===== config.mk =====
export PLATFORM = sky130hd
export DESIGN_NAME = pwm_capture_flat
export DESIGN_NICKNAME = d
export VERILOG_FILES = /design/src/rtl/pwm_capture_pkg.sv /design/src/rtl/pwm_capture_if.sv /design/src/rtl/pwm_edge_sync.sv /design/src/rtl/pwm_capture.sv /design/src/flat_wrapper.sv
export SDC_FILE = /design/constraint.sdc
export NUM_CORES = 1
export LEC_CHECK = 0
export CAP_MARGIN = 20
export CORE_UTILIZATION = 30
export CTS_CLUSTER_DIAMETER = 50
export DETAILED_ROUTE_END_ITERATION = 10
export PLACE_DENSITY = 0.58
export SYNTH_ARGS = -nofsm -noshare
export SYNTH_HDL_FRONTEND = slang
export SYNTH_SLANG_ARGS = --single-unit

===== constraint.sdc =====
create_clock -name clk -period 3.1 [get_ports clk]
set_clock_uncertainty 0.2 [all_clocks]
set_input_delay 0.93 -clock clk [delete_from_list [all_inputs] [get_ports clk]]
set_output_delay 0.93 -clock clk [all_outputs]
set_load 0.03 [all_outputs]

===== src/rtl/pwm_capture_pkg.sv =====
// pwm_capture_pkg: shared types and defaults for the PWM capture block.
package pwm_capture_pkg;
  localparam int WIDTH_DEFAULT = 8;
  localparam int SYNC_STAGES_DEFAULT = 2;
  typedef enum logic {IDLE, MEASURE} state_t;
  function automatic logic [31:0] cnt_max(input int w);
    return (32'd1 << w) - 32'd1;
  endfunction
endpackage


===== src/rtl/pwm_capture_if.sv =====
// pwm_capture_if: PWM input and measurement results of pwm_capture.
interface pwm_capture_if
  import pwm_capture_pkg::*;
#(
  parameter int WIDTH = WIDTH_DEFAULT
);
  logic             pwm_in;
  logic [WIDTH-1:0] period;
  logic [WIDTH-1:0] high_t;
  logic             valid;
  logic             locked;
  modport master(output pwm_in, input period, high_t, valid, locked);
  modport slave(input pwm_in, output period, high_t, valid, locked);
endinterface


===== src/rtl/pwm_edge_sync.sv =====
// pwm_edge_sync: synchronizer, optional glitch filter (PWM_CAPTURE_GLITCH_FILTER_EN), edge detector.
module pwm_edge_sync
  import pwm_capture_pkg::*;
#(
  parameter int SYNC_STAGES = SYNC_STAGES_DEFAULT
) (
  input  logic clk,
  input  logic rst_n,
  input  logic pwm_in,
  output logic level,
  output logic rise_det,
  output logic fall_det
);
  logic [SYNC_STAGES-1:0] sync;
  logic                   prev;
  always_ff @(posedge clk or negedge rst_n)
    if (!rst_n) sync <= '0;
    else sync <= {sync[SYNC_STAGES-2:0], pwm_in};
`ifdef PWM_CAPTURE_GLITCH_FILTER_EN
  logic filt, pend;
  // level follows sync only after two consecutive differing samples
  always_ff @(posedge clk or negedge rst_n)
    if (!rst_n) begin
      filt <= 1'b0;
      pend <= 1'b0;
    end else begin
      pend <= (sync[SYNC_STAGES-1] != filt) && !pend;
      if (pend && sync[SYNC_STAGES-1] != filt) filt <= sync[SYNC_STAGES-1];
    end
  assign level = filt;
`else
  assign level = sync[SYNC_STAGES-1];
`endif
  always_ff @(posedge clk or negedge rst_n)
    if (!rst_n) prev <= 1'b0;
    else prev <= level;
  assign rise_det = level & ~prev;
  assign fall_det = ~level & prev;
endmodule


===== src/rtl/pwm_capture.sv =====
// pwm_capture: measures PWM period and high time in clk cycles, one-cycle valid per result.
module pwm_capture
  import pwm_capture_pkg::*;
#(
  parameter int WIDTH       = WIDTH_DEFAULT,
  parameter int SYNC_STAGES = SYNC_STAGES_DEFAULT
) (
  input logic          clk,
  input logic          rst_n,
  pwm_capture_if.slave bus
);
  localparam logic [WIDTH-1:0] CNT_MAX = WIDTH'(cnt_max(WIDTH));
  state_t           state, state_n;
  logic [WIDTH-1:0] cnt, hi_lat;
  logic             level, rise_det, fall_det, report;
  pwm_edge_sync #(.SYNC_STAGES(SYNC_STAGES)) u_sync (
    .clk,
    .rst_n,
    .pwm_in(bus.pwm_in),
    .level,
    .rise_det,
    .fall_det
  );
  assert property (@(posedge clk) disable iff (!rst_n)
    !(rise_det && fall_det) && (!rise_det || level));
  // rise_det wins over saturation, so a full-scale period is still reported
  always_comb begin
    state_n = rise_det ? MEASURE : (state == MEASURE && cnt == CNT_MAX) ? IDLE : state;
  end
  assign report = rise_det && state == MEASURE;
  always_ff @(posedge clk or negedge rst_n)
    if (!rst_n) state <= IDLE;
    else state <= state_n;
  always_ff @(posedge clk or negedge rst_n)
    if (!rst_n) begin
      cnt        <= '0;
      hi_lat     <= '0;
      bus.period <= '0;
      bus.high_t <= '0;
      bus.valid  <= 1'b0;
    end else begin
      cnt       <= rise_det ? WIDTH'(1) : (cnt == CNT_MAX ? cnt : cnt + 1'b1);
      bus.valid <= report;
      if (state == MEASURE && fall_det) hi_lat <= cnt;
      if (report) begin
        bus.period <= cnt;
        bus.high_t <= hi_lat;
      end
    end
  assign bus.locked = state == MEASURE;
endmodule

===== src/flat_wrapper.sv =====
// flat-port wrapper written by rule: the top's interface ports become plain ports
module pwm_capture_flat import pwm_capture_pkg::*;
#(
  parameter int WIDTH       = WIDTH_DEFAULT,
  parameter int SYNC_STAGES = SYNC_STAGES_DEFAULT
)
  (clk, rst_n, bus_pwm_in, bus_period, bus_high_t, bus_valid, bus_locked);
  pwm_capture_if #(.WIDTH(WIDTH)) bus_i ();
  input logic clk;
  input logic rst_n;
  input wire logic [$bits(bus_i.pwm_in)-1:0] bus_pwm_in;
  output wire logic [$bits(bus_i.period)-1:0] bus_period;
  output wire logic [$bits(bus_i.high_t)-1:0] bus_high_t;
  output wire logic [$bits(bus_i.valid)-1:0] bus_valid;
  output wire logic [$bits(bus_i.locked)-1:0] bus_locked;
  assign bus_i.pwm_in = bus_pwm_in;
  assign bus_period = bus_i.period;
  assign bus_high_t = bus_i.high_t;
  assign bus_valid = bus_i.valid;
  assign bus_locked = bus_i.locked;
  pwm_capture #(.WIDTH(WIDTH), .SYNC_STAGES(SYNC_STAGES)) u_core (.clk(clk), .rst_n(rst_n), .bus(bus_i));
endmodule

Word level (Yosys, flattened, before mapping)
Index checks and enable logic that the tools add are counted.
{ "totals": {"reg_bits": 37, "out_inout_bits": 18, "wordCells": 23} }
{ "op_classes": {"n_addsub": 1, "eq_ne": 2, "n_mux": 4, "bitwise": 4, "reduce_logical": 4} }
{ "ops": {"columns": ["op", "count"], "rows": [
  ["8-bit 2-to-1 mux", 2],
  ["8-bit by 1-bit adder with 8-bit output, second input constant", 1],
  ["8-bit equality test, second input constant", 1],
  ["1-bit logical AND", 3],
  ["1-bit bitwise AND", 2],
  ["1-bit 2-to-1 mux", 2],
  ["2-bit != test, second input constant", 1],
  ["1-bit inverter", 2],
  ["2-bit nonzero test", 1]
]} }

Logic depth before layout (Yosys ltp)
Gate-level depths: netlist (run 1).
{ "depth": {"depth_word": 4, "depth_mapped": 4, "depth_no_buf": 4} }

By module
A second synthesis (run 1) with hierarchy kept.
{ "unflattened": {"cells_unflattened": 106, "hier_area_um2": 1495.2} }
{ "modules_own_cells": {"columns": ["module", "instances", "cells_per_inst", "area_each_um2", "seq_area_each_um2"], "rows": [
  ["pwm_capture", 1, 101, 1405.1, 850.8],
  ["pwm_edge_sync", 1, 5, 90.1, 75.1]
]} }

Worst setup path after synthesis (run 1)
No wires, ideal clock.
{ "synth_path": {"kind": "register -> output", "from": "reg u_core.state, in the netlist u_core.bus.locked", "to": "out bus_locked", "arrival_time_ns": 0.544, "required_ns": 1.970, "path_slack_ns": 1.426, "path_stages_with_launch": 1, "n_path_buf": 0, "path_cell_list": "dfrtp_1"} }
{ "synth_rtl": {"columns": ["element", "line_no", "rtl"], "rows": [
  ["start: declaration", "pwm_capture.sv:13", "state_t state, state_n;"],
  ["start signal: assignment", "pwm_capture.sv:33", "else state <= state_n;"],
  ["end: declaration", "flat_wrapper.sv:15", "output wire logic [$bits(bus_i.locked)-1:0] bus_locked;"]
]} }
No word-level cell between the ends.

Worst setup path in the final report (run 1)
{ "layout_path": {"from": "reg u_core.state, in the netlist u_core.bus.locked", "to": "out bus_locked"} }
No word-level cell between the ends.

==> results.toml, run 1 <==
[worst_hold_path]
worstHoldStart = "u_core.u_sync.sync[0]$_DFF_PN0_"
hold_path.class = "reg2reg"
hold_depth = 0

[detailed_routing]
drc_errors = 0
routed_wl_mm = 2.56
drt_iter0_drc = 5
wire_per_inst_um = 12.9
firstDrtPassIters = 4
routed-via-count = 921
drt.antenna.violating_nets = 0
vias_per_cell = 4.65

[clocking]
cts_setup_buffers = 0
cts_htree_levels = 2
cts_made_buffers = 5
insertion_delay_ns = 0.29
cts_tree = "done"
cts_buffer_depth = 2
cts_hold_buf = 0
ctsResizeCount = 0
clkSinkCount = 37
clk_pin_slew_ns = 0.07
clock-root-buffer = "clkbuf_8"

[logic_synthesis]
postSynth.asyncResetShare = 1.00
synth.net_count = 110
synth_area_leaders = "dfrtp_1 (62%), mux2_2 (17%), nand2_1 (1.7%), o21ai_0 (1.7%), buf_6 (1.5%)"
synthAdderAreaFrac = 0.00832
yosysWarnings = 0
synth_edf_count = 0
syn_inst = 106
post_synth_num_cell_types = 31
synth_xor_area_frac = 0
synth_largest_area_cell = "dfrtp_1"
synth_compound_gate_area_share = 0.0782
yosys.area_share.simple = 0.0907
muxShareOfSynthArea = 0.186
synth.top_cell.area_share = 0.616
synth.yosys.seq_area_share = 0.616
synth_top_family_by_area = "multiplexers"
syn_area_um2 = 1500
synth-seq-cells = 37
ys.flop_type = "dfrtp_1"
avgSynthCellArea_um2 = 14.2

[finish]
syn2layout_area_growth_pct = 23.5
final_area_um2 = 1860
layout-drive-gt1-share = 0.282
nNetsFinal = 134
n_antenna_cell = 0

[placed_design]
port_buffers = 20
placed_area_um2 = 1760
hpwlAfterDp_mm = 1.74
place_congestion = 0.776

[timing]
finalCritPeriodShare = 0.821
fmax_mhz = 393
post-route-min-period_ns = 2.54
hold_viol = 0
setup_viol = 0
worstMarginPinSlew_ns = 0.783
slew_violations = 0
rsz0062_at_grt = "no"
tns_ns = 0
max_slew_margin = 0.478
holdWs_ns = 0.153

[pwr]
p_leak_nw = 0.817
total_power_mw = 1.37
ir_drop_uv = 315
pwr_density_cell_nw_per_um2 = 738

[critical_path]
crit_family = "buffers and inverters"
reg2regPathDepth = 4
end_kind = "output port"
cp.required_ns = 1.97
r2r_start = "u_core.cnt[0]$_DFFE_PN0P_"
crit_arrival_ns = 1.41
worstSetupStartpoint = "u_core.bus.locked$_DFFE_PN0P_"
crit_type = "reg2out"
cp_slowest_cell = "clkdlybuf4s50_1"
worstPathCellList = "clkdlybuf4s50_1"
critPathBufInv = 1
worst-path-max-fanout = 4
max_stage_delay_ns = 0.70
startpoint_type = "flop"
cp.depth = 1

[die]
die_height_um = 72.8
start_util = 0.314
pin_count = 21
dieArea_um2 = 5300
rows = 25
core_um2 = 4790
die_w_um = 72.8

[grt]
grt_pass1_vias = 927
antenna_found_initial = 0
grt_max_degree = 38
grt_usage = 0.110
grt-ovfl-total = 0
grt_pass1_wl_mm = 4.27

[job]
max_cap_violations = 0

[status]
status = "finished, final reports clean"
## cells in the mapped netlist (2+ instances only)
cell,instances
a21oi_1,3
o21ai_0,5
nand3_1,3
buf_6,2
dfrtp_1,37
nand2_1,7
nand2b_1,2
mux2_2,23
a31oi_1,2
## flip-flops by register name (all words and copies together) (netlist names)
signal / count
u_core.u_sync.sync: 2
u_core.cnt: 8
u_core.bus.locked: 1
u_core.hi_lat: 8
u_core.bus.period: 8
u_core.bus.high_t: 8
u_core.u_sync.prev: 1
u_core.bus.valid: 1
## logic make-up (layout without fill, tap and decap cells)
kind of cell,after synthesis,after routing
DFF,37,37
muxes,25,25
buffers and inverters,4,29
and+or+nand+nor,22,22
AOI/OAI and AO/OA,17,17
adders and majority gates,1,1
## final timing paths
check,endpoint,slack [ns]
max,bus_locked,0.56
min reg2reg,u_core.u_sync.sync[1]$_DFF_PN0_,0.15
min,u_core.u_sync.sync[1]$_DFF_PN0_,0.15
max in group asynchronous,u_core.hi_lat[6]$_DFFE_PN0P_,1.68
min in group asynchronous,u_core.cnt[6]$_DFFE_PN0P_,0.52
max reg2reg,u_core.cnt[3]$_DFFE_PN0P_,1.44
## per-layer routing
layer	vias up	GRT usage	share of wire
li1	438	-	-
met1	447	0.134	0.45
met2	27	0.164	0.47
met3	9	0.0483	0.053
met4	0	0.0588	0.024
met5	-	0	0
## area by class of cell
class                           count  area, um2
Clock buffer                        7       96.3
Clock inverter                      1       5.00
Fill cell                         472       2930
Inverter                            1       3.75
Multi-Input combinational cell     65        547
Sequential cell                    37        926
Tap cell                           67       83.8
Timing Repair Buffer               20        195
## cells in the final DEF, fill, tap and decap left out, drive strengths merged, types with 2 or more instances in the layout
cell type and instances:
a31oi 2, a21oi 3, clkdlybuf4s50 19, mux2 24, dfrtp 37, nand2b 2
nand3 3, nand2 8, o21ai 6, and3 2, a211oi 2, clkbuf 7
## stage by stage
step	worst slack [ns]	instances	utilization
2_1_floorplan	1.43	106	-
3_3_place_gp	0.881	190	0.367
3_5_place_dp	0.870	190	0.367
4_1_cts	0.545	198	0.388
5_1_grt	0.497	198	0.388
6_report	0.555	198	0.388
## power by group
| group | switching (mW) | total (mW) | internal, mW |
|---|---|---|---|
| logic | 0.184 | 0.351 | 0.166 |
| registers | 0.0788 | 0.660 | 0.581 |
| clock network | 0.159 | 0.360 | 0.201 |
| total | 0.423 | 1.37 | 0.948 |
Note: power is estimated with default switching activity, not from simulation.
==> inputs of run 2 (changes only) <==
==> constraint.sdc (replaced) <==
create_clock -name clk -period 2.4 [get_ports clk]
set_clock_uncertainty 0.2 [all_clocks]
set_input_delay 0.72 -clock clk [delete_from_list [all_inputs] [get_ports clk]]
set_output_delay 0.72 -clock clk [all_outputs]
set_load 0.03 [all_outputs]
==> results.toml, run 2 (synthesized netlist as in run 1, its figures left out) <==
[detailed_routing]
drc_errors = 0
routed_wl_mm = 2.49
firstDrtPassIters = 4
drt_iter0_drc = 19
routed-via-count = 922
drt.antenna.violating_nets = 0
wire_per_inst_um = 12.5
vias_per_cell = 4.63

[clocking]
ctsResizeCount = 0
cts_setup_buffers = 0
clk_pin_slew_ns = 0.06
clkSinkCount = 37
clock-root-buffer = "clkbuf_8"
cts_tree = "done"
cts_htree_levels = 2
cts_made_buffers = 5
insertion_delay_ns = 0.28
cts_buffer_depth = 2
cts_hold_buf = 0

[timing]
fin_ws_ns = 0.0780
hold_viol = 0
fmax_mhz = 431
max_slew_margin = 0.671
rsz0062_at_grt = "no"
setup_viol = 0
worstMarginPinSlew_ns = 0.492
post-route-min-period_ns = 2.32
finalCritPeriodShare = 0.968
tns_ns = 0
slew_violations = 0

[die]
pin_count = 21
rows = 25
start_util = 0.314
core_um2 = 4790
die_w_um = 72.8
die_height_um = 72.8
dieArea_um2 = 5300

[pwr]
pwr-share-comb = 0.257
p_leak_nw = 0.822
pwr-share-clk = 0.262
switchingPower_mw = 0.537
ir_drop_uv = 411
pwr-share-seq = 0.481
swShare = 0.305
intPower_mw = 1.23
pwr_density_cell_nw_per_um2 = 945

[worst_hold_path]
hold_path.class = "reg2reg"

[critical_path]
critPathBufInv = 1
cp.required_ns = 1.48
worst-path-max-fanout = 4
end_kind = "output port"
crit_arrival_ns = 1.40
worstPathCellList = "clkdlybuf4s50_1"
startpoint_type = "flop"
cp_slowest_cell = "clkdlybuf4s50_1"
max_stage_delay_ns = 0.70
crit_type = "reg2out"
crit_family = "buffers and inverters"

[placed_design]
hpwlAfterDp_mm = 1.71
pre_cts_slack_ns = 0.378
port_buffers = 20
place_congestion = 0.775

[finish]
layout_commonest_cell = "dfrtp_1"
syn2layout_area_growth_pct = 24.0
nNetsFinal = 135
layout-drive-gt1-share = 0.288
n_antenna_cell = 0
final_cell_mix = "dfrtp_1 (37), mux2_2 (23), clkdlybuf4s50_1 (19)"

[status]
status = "finished, final reports clean"

[job]
max_cap_violations = 0

[grt]
grt_pass1_vias = 927
grt_pass1_wl_mm = 4.17
antenna_found_initial = 0
grt_usage = 0.107
grt_max_degree = 38
grt-ovfl-total = 0
## run 2: cell count changes in the layout (fill, tap and decap cells not counted)
| cell | change |
|---|---|
| buf_4 | +1 |
## run 2: worst paths after layout
| path | from | endpoint | slack (ns) | cells past startpoint |
|---|---|---|---|---|
| max | u_core.bus.locked$_DFFE_PN0P_ | bus_locked | 0.08 | 1 |
| min | u_core.u_sync.sync[0]$_DFF_PN0_ | u_core.u_sync.sync[1]$_DFF_PN0_ | 0.16 | 0 |
| max reg2reg | u_core.cnt[0]$_DFFE_PN0P_ | u_core.cnt[3]$_DFFE_PN0P_ | 0.77 | 4 |
| min reg2reg | u_core.u_sync.sync[0]$_DFF_PN0_ | u_core.u_sync.sync[1]$_DFF_PN0_ | 0.16 | 0 |
| max in group asynchronous | rst_n | u_core.bus.high_t[2]$_DFFE_PN0P_ | 1.43 | 2 |
| min in group asynchronous | rst_n | u_core.cnt[6]$_DFFE_PN0P_ | 0.27 | 2 |
## run 2: layout make-up
class / count / area (um2)
clock buffers: 7 / 96.3
clock inverters: 1 / 5.00
fillers: 469 / 2920
inverters: 1 / 3.75
multi-input cells: 65 / 547
flip-flops and latches: 37 / 926
well taps: 67 / 83.8
repair buffers: 21 / 203
## run 2: metal layers
metal / part of all wire / track usage / vias to the layer above
met5: 0 / 0 / -
met4: 0.018 / 0.0458 / 0
met3: 0.063 / 0.0511 / 6
met2: 0.48 / 0.170 / 27
met1: 0.44 / 0.124 / 455
li1: - / - / 434
## run 2: metrics by stage
| stage | total power [mW] | std cells | cell area [um2] | hold slack, ns | util |
|---|---|---|---|---|---|
| final | 1.76 | 199 | 1860 | 0.158 | 0.390 |
| after global routing | 1.87 | 199 | 1860 | 0.166 | 0.390 |
| after CTS | 1.79 | 199 | 1860 | 0.160 | 0.390 |
| after detailed placement | 1.32 | 191 | 1760 | 0.136 | 0.368 |
| after global placement | 1.31 | 191 | 1760 | 0.140 | 0.368 |
| after floorplan | 1.13 | 106 | 1500 | 0.131 | - |
## run 2: power groups by stage
stage                     clock (mW)  sequential (mW)  combinational, mW
final                          0.461            0.848              0.453
after global routing           0.514            0.869              0.483
after floorplan                    0            0.969              0.157
after CTS                      0.484            0.850              0.461
after global placement             0            0.856              0.449
after detailed placement           0            0.863              0.460
==> inputs of run 3 (changes only) <==
--- a/config.mk
+++ b/config.mk
@@ -7,9 +7,12 @@
 export LEC_CHECK = 0
 export CAP_MARGIN = 20
 export CORE_UTILIZATION = 30
+export CTS_BUF_LIST = sky130_fd_sc_hd__clkbuf_8
 export CTS_CLUSTER_DIAMETER = 50
 export DETAILED_ROUTE_END_ITERATION = 10
+export MAX_ROUTING_LAYER = met4
 export PLACE_DENSITY = 0.58
 export SYNTH_ARGS = -nofsm -noshare
 export SYNTH_HDL_FRONTEND = slang
 export SYNTH_SLANG_ARGS = --single-unit
+export TNS_END_PERCENT = 10
==> results.toml, run 3 (synthesized netlist as in run 1, its figures left out) <==
[status]
status = "finished, final reports clean"

[grt]
grt_max_degree = 38
grt_pass1_vias = 927
antenna_found_initial = 0
grt_pass1_wl_mm = 4.17
grt_usage = 0.110
grt-ovfl-total = 0

[critical_path]
end_kind = "output port"
crit_family = "buffers and inverters"
r2r_end = "u_core.cnt[3]$_DFFE_PN0P_"
crit_arrival_ns = 1.40
worst-path-max-fanout = 4
crit_type = "reg2out"
cp.required_ns = 1.48
r2r_slack_ns = 0.77
r2r_start = "u_core.cnt[0]$_DFFE_PN0P_"
worstPathCellList = "clkdlybuf4s50_1"
startpoint_type = "flop"
cp_slowest_cell = "clkdlybuf4s50_1"
max_stage_delay_ns = 0.70
critPathBufInv = 1
reg2regPathDepth = 4

[detailed_routing]
maxUsedRoutingLayer = "met4"
met1_length_mm = 1.09
routed_wl_mm = 2.49
vias_per_cell = 4.66
drt.antenna.violating_nets = 0
routed-via-count = 927
wire_per_inst_um = 12.5
drt_iter0_drc = 19
wl_met2_mm = 1.20
route.met3.wl_um = 162
drc_errors = 0
firstDrtPassIters = 4

[die]
core_um2 = 4790
pin_count = 21
start_util = 0.314
rows = 25
die_height_um = 72.8
die_w_um = 72.8
dieArea_um2 = 5300

[clocking]
clkSinkCount = 37
clk_pin_slew_ns = 0.06
cts_made_buffers = 5
clock-root-buffer = "clkbuf_8"
cts_setup_buffers = 0
ctsResizeCount = 0
cts_hold_buf = 0
cts_tree = "done"
cts_buffer_depth = 2
insertion_delay_ns = 0.28
cts_htree_levels = 2

[finish]
multi_input_area_um2 = 547
layout-drive-gt1-share = 0.288
syn2layout_area_growth_pct = 24.0
n_antenna_cell = 0
stdcell_count = 199
layout_commonest_cell = "dfrtp_1"
nFillCells = 469
postLayoutCoreUtil = 0.390
nNetsFinal = 135
final_cell_mix = "dfrtp_1 (37), mux2_2 (23), clkdlybuf4s50_1 (19)"
seq_area_um2 = 926

[placed_design]
placedCellCount = 191
hpwlAfterDp_mm = 1.71
place_congestion = 0.786
port_buffers = 20

[timing]
rsz0062_at_grt = "no"
finalCritPeriodShare = 0.968
worstMarginPinSlew_ns = 0.492
hold_viol = 0
setup_viol = 0
max_slew_margin = 0.671
tns_ns = 0
slew_violations = 0
post-route-min-period_ns = 2.32
fmax_mhz = 431

[worst_hold_path]
hold_end = "u_core.u_sync.sync[1]$_DFF_PN0_"
hold_depth = 0
hold_path.class = "reg2reg"
worstHoldStart = "u_core.u_sync.sync[0]$_DFF_PN0_"

[pwr]
pwr_density_cell_nw_per_um2 = 945
ir_drop_uv = 411
p_leak_nw = 0.822
total_power_mw = 1.76

[job]
max_cap_violations = 0
## run 3: through the flow
step | area [um2] | worst slack (ns) | hold WS (ns)
2_1_floorplan | 1500 | 0.859 | 0.131
3_3_place_gp | 1760 | 0.391 | 0.140
3_5_place_dp | 1760 | 0.378 | 0.136
4_1_cts | 1860 | 0.0590 | 0.160
5_1_grt | 1860 | 0.0231 | 0.166
6_report | 1860 | 0.0779 | 0.158
## run 3: worst max-delay path by stage
stage                                        from                   endpoint  depth (start not counted)
finish              u_core.bus.locked$_DFFE_PN0P_                 bus_locked                          1
CTS                 u_core.bus.locked$_DFFE_PN0P_                 bus_locked                          1
global placement    u_core.bus.locked$_DFFE_PN0P_                 bus_locked                          1
detailed placement  u_core.bus.locked$_DFFE_PN0P_                 bus_locked                          1
global route        u_core.bus.locked$_DFFE_PN0P_                 bus_locked                          1
floorplan               u_core.cnt[0]$_DFFE_PN0P_  u_core.cnt[3]$_DFFE_PN0P_                          4
## run 3: power breakdown
group / leakage (nW) / total (mW) / internal [mW] / switching, mW
registers: 0.478 / 0.848 / 0.751 / 0.0972
clock network: 0.0542 / 0.460 / 0.259 / 0.201
logic: 0.290 / 0.454 / 0.215 / 0.238
## run 3: cell type report
| cell class | count | share of cell area |
|---|---|---|
| timing repair buffer | 21 | 0.109 |
| clock inverter | 1 | 0.00268 |
| clock buffer | 7 | 0.0517 |
| sequential | 37 | 0.497 |
| multi-input combinational | 65 | 0.293 |
| tap | 67 | 0.0450 |
| inverter | 1 | 0.00201 |
## run 3: metal layers
metal / global-route usage / vias to the layer above
met5: - / -
met4: 0.0458 / 0
met3: 0.0511 / 6
met2: 0.170 / 31
met1: 0.124 / 456
li1: - / 434
